## config.mk

```make
export PLATFORM = sky130hd
export DESIGN_NAME = dendrite_arbiter
export DESIGN_NICKNAME = d
export VERILOG_FILES = /design/src/rtl/dendrite_arbiter.sv
export SDC_FILE = /design/constraint.sdc
export NUM_CORES = 1
export LEC_CHECK = 0
export BUFFER_PORTS_ARGS = -buffer_cell sky130_fd_sc_hd__buf_2
export CORE_ASPECT_RATIO = 0.8
export CORE_UTILIZATION = 25
export CTS_CLUSTER_SIZE = 20
export DETAILED_ROUTE_END_ITERATION = 6
export PLACE_DENSITY = 0.59
export SLEW_MARGIN = 20
export SYNTH_ARGS = -nofsm -noshare
export SYNTH_HDL_FRONTEND = slang
export SYNTH_SLANG_ARGS = --single-unit
```

## constraint.sdc

```tcl
create_clock -name clk -period 3.4 [get_ports clk]
set_clock_uncertainty 0.15 [all_clocks]
set_input_delay 0.68 -clock clk [delete_from_list [all_inputs] [get_ports clk]]
set_output_delay 0.68 -clock clk [all_outputs]
set_load 0.01 [all_outputs]
```

## src/rtl/dendrite_arbiter.sv

```systemverilog
// Merges NUM_SYN synapse fire streams and one priority incoming stream into a
// single registered fire stream for the dendrite unit.
//
// Handshake: a port transfers on a cycle where its vld and rdy are both high.
// vld must not depend on rdy. dend_vld/dend_addr/dend_charge hold steady while
// dend_vld=1 and dend_rdy=0.
module dendrite_arbiter #(
  parameter int NUM_SYN = 4,
  parameter int ADDR_W  = 8,
  parameter int CHG_W   = 8,
  parameter int RR_EN   = 1
) (
  input  logic                      clk,
  input  logic                      reset,
  input  logic                      enable,
  input  logic [NUM_SYN*ADDR_W-1:0] syn_addr,
  input  logic [NUM_SYN*CHG_W-1:0]  syn_charge,
  input  logic [NUM_SYN-1:0]        syn_vld,
  output logic [NUM_SYN-1:0]        syn_rdy,
  input  logic [ADDR_W-1:0]         incoming_addr,
  input  logic [CHG_W-1:0]          incoming_charge,
  input  logic                      incoming_vld,
  output logic                      incoming_rdy,
  output logic [ADDR_W-1:0]         dend_addr,
  output logic [CHG_W:0]            dend_charge,
  output logic                      dend_vld,
  input  logic                      dend_rdy,
  output logic                      busy
);

  localparam int PTR_W = (NUM_SYN > 1) ? $clog2(NUM_SYN) : 1;
  localparam logic [PTR_W:0] NUM_SYN_P = (PTR_W+1)'(NUM_SYN);

  logic [PTR_W-1:0]  rr_ptr;
  logic [PTR_W-1:0]  gnt_idx;
  logic [PTR_W-1:0]  ptr_next;
  logic [PTR_W:0]    cand;
  logic [PTR_W:0]    ptr_inc;
  logic              load_ok;
  logic              inc_gnt;
  logic              syn_found;
  logic              xfer;
  logic [ADDR_W-1:0] sel_addr;
  logic [CHG_W-1:0]  syn_chg_sel;
  logic [CHG_W:0]    sel_charge;

  // Grant search starts at rr_ptr (round-robin) or at port 0 (fixed priority).
  always_comb begin
    load_ok   = enable & ~reset & (~dend_vld | dend_rdy);
    inc_gnt   = 1'b0;
    syn_found = 1'b0;
    gnt_idx   = '0;
    cand      = '0;
    if (load_ok && incoming_vld) begin
      inc_gnt = 1'b1;
    end else if (load_ok) begin
      for (int k = 0; k < NUM_SYN; k++) begin
        if (RR_EN != 0) begin
          cand = {1'b0, rr_ptr} + (PTR_W+1)'(k);
          if (cand >= NUM_SYN_P) cand = cand - NUM_SYN_P;
        end else begin
          cand = (PTR_W+1)'(k);
        end
        if (!syn_found && syn_vld[cand[PTR_W-1:0]]) begin
          syn_found = 1'b1;
          gnt_idx   = cand[PTR_W-1:0];
        end
      end
    end
  end

  assign syn_rdy      = syn_found ? (NUM_SYN'(1) << gnt_idx) : '0;
  assign incoming_rdy = inc_gnt;
  assign xfer         = inc_gnt | syn_found;
  assign busy         = dend_vld | incoming_vld | (|syn_vld);

  // Synapse charges are signed; the incoming charge is unsigned.
  assign syn_chg_sel = syn_charge[gnt_idx*CHG_W +: CHG_W];
  assign sel_addr    = inc_gnt ? incoming_addr : syn_addr[gnt_idx*ADDR_W +: ADDR_W];
  assign sel_charge  = inc_gnt ? {1'b0, incoming_charge}
                               : {syn_chg_sel[CHG_W-1], syn_chg_sel};

  assign ptr_inc  = {1'b0, gnt_idx} + (PTR_W+1)'(1);
  assign ptr_next = (ptr_inc == NUM_SYN_P) ? '0 : ptr_inc[PTR_W-1:0];

  always_ff @(posedge clk or posedge reset) begin
    if (reset) begin
      dend_vld    <= 1'b0;
      dend_addr   <= '0;
      dend_charge <= '0;
      rr_ptr      <= '0;
    end else begin
      if (xfer) begin
        dend_vld    <= 1'b1;
        dend_addr   <= sel_addr;
        dend_charge <= sel_charge;
        if (syn_found && (RR_EN != 0)) rr_ptr <= ptr_next;
      end else if (dend_vld && dend_rdy) begin
        dend_vld <= 1'b0;
      end
    end
  end

endmodule
```

* Word-level counts from Yosys, hierarchy flattened
Cells that the tools add are included.
** Operators by class
- $add $sub $neg :: 8
- $mul :: 0
- Div/mod/pow operators :: 0
- Magnitude comparators :: 8
- Eq/ne operators :: 1
- Shift operators :: 3
- Multiplexer cells :: 45
- Bitwise logic cells :: 8
- Reductions and logical operators :: 11
** Operators with widths (count)
- 32-bit by 6-bit variable part select with 8-bit output :: 2
- 2-bit 2-to-1 mux :: 19
- 1-bit 2-to-1 mux :: 19
- 2-bit by 3-bit < comparator with 1-bit output (second input constant) :: 4
- 3-bit greater-or-equal comparator (second input constant) :: 3
- 9-bit 2-to-1 mux :: 1
- 1-bit binary-select mux with 2-bit select :: 4
- 8-bit 2-to-1 mux :: 1
- 2-bit by 1-bit subtractor with 2-bit output (second input constant) :: 4
- 2-bit by 1-bit adder with 3-bit output (second input constant) :: 2
- 2-bit by 2-bit adder with 3-bit output (second input constant) :: 2
- 1-bit logical AND :: 5
- 4-bit 2-to-1 mux :: 1
- 1-bit OR :: 4
- 4-bit OR reduction :: 1
- 1-bit by 2-bit left shift with 4-bit output (first input constant) :: 1
- 3-bit equality test (second input constant) :: 1
- 2-bit by 3-bit greater-or-equal comparator with 1-bit output (second input constant) :: 1
- 1-bit zero test :: 3
- 1-bit AND :: 2
- 1-bit NOT :: 2
- 2-bit AND reduction :: 1
- 2-bit nonzero test :: 1
** Storage, ports and cells
- Bits in registers :: 20
- Bits in latches :: 0
- Memory bits (writable) :: 0
- Memory bits (read-only) :: 0
- Bits of input ports :: 89
- Output and inout bits :: 24
- Word-level logic and storage cells :: 88
- Memories kept :: 0

* Logic depth before layout (Yosys ltp)
- Word-level depth :: 28
- Mapped depth :: 9
- Gate-level depth less buffers :: 7

* Least setup slack after synthesis
OpenSTA, ideal clock, no wires.
- Kind :: input port to output port
- From :: in reset
- To :: out syn_rdy[0]
- Arrival time :: 2184 ps
- Data required time :: 2570 ps
- Path slack :: 386 ps
- Cell stages on the path :: 9
- Buffers on the path :: 3
- Cell sequence :: nand2b_1 -> clkbuf_1 -> a2111oi_4 -> and3_1 -> buf_2 -> buf_4 -> inv_2 -> ha_1 -> and2_1
** Between the ends
- Word-level cells in the longest chain between the ends :: 7
- Elaborated cells between the ends (all ways) :: 10
- Those cells by class :: shift (1); mux (5); bitwise (3); reduce/logical (1)
** Ends and longest elaborated chain
- start, declared :: RTL line 14 : input logic reset,
- 1-bit NOT (*) :: RTL line 49 : load_ok = enable & ~reset & (~dend_vld | dend_rdy);
- 1-bit AND (*) (2 in a row) :: RTL line 49
- 2-bit 2-to-1 mux / 1-bit logical AND (equally long branches) :: RTL line 56, 54
- 2-bit 2-to-1 mux :: RTL line 54 : if (load_ok && incoming_vld) begin
- 1-bit by 2-bit left shift with 4-bit output :: RTL line 72 : assign syn_rdy = syn_found ? (NUM_SYN'(1) << gnt_idx) : '0;
- 4-bit 2-to-1 mux (*) :: RTL line 72
- end, declared :: RTL line 19 : output logic [NUM_SYN-1:0] syn_rdy,
Mark *: on every way between the ends. The rest lies on a longest branch, timed or not.

* Final worst setup path
- From :: in syn_vld[1]
- To :: out syn_rdy[1]
** Between the ends
- Word-level cells in the longest chain between the ends :: 22
- Elaborated cells between the ends (all ways) :: 34
- Those cells by class :: shift (1); mux (27); reduce/logical (6)
** Ends and longest elaborated chain
- start, declared :: RTL line 18 : input logic [NUM_SYN-1:0] syn_vld,
- 1-bit binary-select mux with 2-bit select :: RTL line 64 : if (!syn_found && syn_vld[cand[PTR_W-1:0]]) begin
- 1-bit 2-to-1 mux (not written as such) :: RTL line 64
- 1-bit 2-to-1 mux :: RTL line 64
- 1-bit 2-to-1 mux :: RTL line 56 : end else if (load_ok) begin
- 1-bit 2-to-1 mux :: RTL line 54
- 1-bit zero test :: RTL line 64
- 1-bit logical AND :: RTL line 64
- 1-bit 2-to-1 mux :: RTL line 64
- (+6 left out)
- 1-bit 2-to-1 mux :: RTL line 54
- 1-bit zero test :: RTL line 64
- 1-bit logical AND :: RTL line 64
- 2-bit 2-to-1 mux :: RTL line 64
- 2-bit 2-to-1 mux :: RTL line 56
- 2-bit 2-to-1 mux :: RTL line 54
- 1-bit by 2-bit left shift with 4-bit output :: RTL line 72
- 4-bit 2-to-1 mux (*) :: RTL line 72
Mark *: on every way between the ends. The rest lies on a longest branch, timed or not. The select of a mux whose other input is x is not followed.

==> flow_summary.yaml <==
logic_synthesis:
  yosysWarnings: 0
  synth_cell_types: 36
  ys_seq_area_frac: 0.272
  yosys_most_used_dff: "dfrtp_1"
  synthTopCellsByArea: "dfrtp_1 (27%), o311ai_1 (7.1%), o211ai_1 (6.5%)"
  syn_inst: 238
  synth.avg_cell_area_sq_um: 7.74
  synth_edf_count: 0
  syn_nets: 331
  syn_area_sq_um: 1840
  yosys-top-cells-count: "dfrtp_1 (20), nand2_1 (19), inv_1 (18), a31oi_1 (17), clkbuf_1 (17)"
  ys_seq_elements: 20
  synth.top_cell.area_share: 0.272
  async_reset_ff_frac: 1.00
  yosys.area.top_type: "dfrtp_1"
  yosysMostFrequentCell: "dfrtp_1"
clocking:
  ctsHoldBuffers: 0
  root_buffer: "clkbuf_8"
  cts-resized-gates: 0
  cts.sinks: 20
  clock_latency_ns: 0.26
  cts.reportedPaths.clkPinSlew_ns: 0.08
  numCtsBuffers: 3
  cts_setup_buffers: 0
  cts_tree: "built"
  h-tree-depth: 1
  cts_max_path_buffers: 2
worst_setup_path:
  crit_path_frequent_cell: "buf_2"
  cp_slowest_stage_delay_ns: 0.39
  worst_ep_arrival_time_ns: 2.15
  reg2reg_from: "rr_ptr[0]"
  crit_start: "syn_vld[1]"
  worstPathCellList: "buf_2 > nor2_1 > a2111oi_4 > and3_1 > inv_2 > ha_1 > and2_1 > buf_2"
  start_kind: "input pin"
  cp_slowest_cell: "a2111oi_4"
  worstPathRequired_ns: 2.57
  cp_max_fo: 4
  cp-end-kind: "primary output"
  path_class: "in -> out"
floorplan:
  coreArea_sq_um: 6990
  die_area_sq_um: 7720
  die_w_microns: 98.0
  rows: 27
  io_pins: 113
  start_util: 0.263
  die_h_microns: 78.8
timing:
  maxSlewViolCount: 0
  final_hold_viol_count: 0
  period_share: 0.876
  final.setup.tns_ns: 0
  relSlewSlack: 0.414
  fmax_mhz: 336
  setup-violations-final: 0
  tightestPinTransition_ns: 0.878
  finalCriticalPeriod_ns: 2.98
  rsz0062_at_grt: "no"
global_route:
  grt_max_degree: 50
  grt_pass1_wl_microns: 10900
  antenna_found_initial: 0
  track_usage: 0.178
  grt.overflow.total: 0
  grt_pass1_vias: 2120
power:
  combPwrFrac: 0.452
  vdd_drop_max_uv: 141
  p_int_uw: 540
  p_sw_uw: 352
  switching_share: 0.394
  leakage_nw: 1.19
  power_frac_seq: 0.367
  pwr-share-clk: 0.181
  powerDensity_nw_per_um2: 354
  power_uw: 892
cells_and_area:
  final_nets: 431
  area_delta_synth_final_pct: 36.8
  diodes: 0
  layout-drive-gt1-share: 0.399
placed_design:
  gp_congestion: 0.809
  place.port_buffers: 112
  place_hpwl_microns: 5060
routing:
  avgViaCountPerCell: 5.38
  drc_errors: 8
  wirelength_microns: 7020
  drt_iter0_drc: 134
  via_count: 2277
  firstDrtPassIters: 7
  avgRoutedWirePerCell_microns: 16.6
  ant_nets: 0
run_status:
  status: "finished, violations left"
  violations: "DRC"
hold_path:
  hp-start: "dend_charge[3]"
  hold_path.class: "reg -> reg"
flow_run:
  cap_violations: 0
[final timing paths]
kind | to | slack [ns] | cells past startpoint
max | syn_rdy[1] | 0.42 | 8
min | dend_charge[3] | 0.33 | 2
max reg2reg | dend_addr[3] | 1.18 | 7
min reg2reg | dend_charge[3] | 0.33 | 2
max in group asynchronous | dend_charge[1] | 2.11 | 2
min in group asynchronous | rr_ptr[1] | 0.45 | 2
[placed cells by master, fill, tap and decap left out, types with 15 or more instances in the layout]
cell	count
nor4_1	15
nand4_1	16
dfrtp_1	20
nand2_1	19
buf_2	112
a211oi_1	15
o311ai_1	15
o211ai_1	16
inv_1	18
a21oi_1	15
a31oi_1	17
[kinds of logic after synthesis]
| logic type | share of synthesized area |
|---|---|
| AO/OA/AOI/OAI | 0.359 |
| AND/OR/NAND/NOR | 0.225 |
| buffers and inverters | 0.111 |
| flip-flops | 0.272 |
| adder cells (fa/ha/maj) | 0.0272 |
| multiplexers | 0.00611 |
[worst max-delay path: cells and delay by family]
kind	cells	cell delay (ns)
buffers and inverters	3	0.32
AOI/OAI and AO/OA	1	0.39
adders and majority gates	1	0.18
and+or+nand+nor	3	0.58
[sequential cells by signal, indices dropped and copies added, names as in the netlist]
signal and count:
dend_charge 9, dend_addr 8, rr_ptr 2, dend_vld 1
[through the flow]
stage                     area (sq um)  instances  worst slack (ns)  hold WS [ns]   util
final                             2520        423             0.422         0.331  0.360
after global routing              2520        423             0.349         0.363  0.360
after CTS                         2520        423             0.431         0.337  0.360
after detailed placement          2480        420             0.440         0.320  0.354
after global placement            2480        420             0.514         0.320  0.354
after floorplan                   1840        238             0.386         0.353      -
[layer usage]
layer	routed length, microns	GRT usage
met3	536	0.0370
met1	3260	0.248
met5	0	0
met4	40	0.0242
met2	3180	0.290
[power by group through the flow]
stage                     sequential (mW)  combinational, mW  clock, mW
final                               0.327              0.403      0.162
after global routing                0.335              0.443      0.182
after CTS                           0.328              0.405      0.171
after detailed placement            0.332              0.405          0
after global placement              0.332              0.399          0
after floorplan                     0.352              0.216          0
[area by class of cell]
class | instances | area [sq um]
flip-flops and latches | 20 | 500
well taps | 87 | 109
repair buffers | 124 | 651
clock buffers | 3 | 41.3
multi-input cells | 169 | 1140
inverters | 20 | 75.1
fillers | 780 | 4470
(Power assumes the default switching activity.)
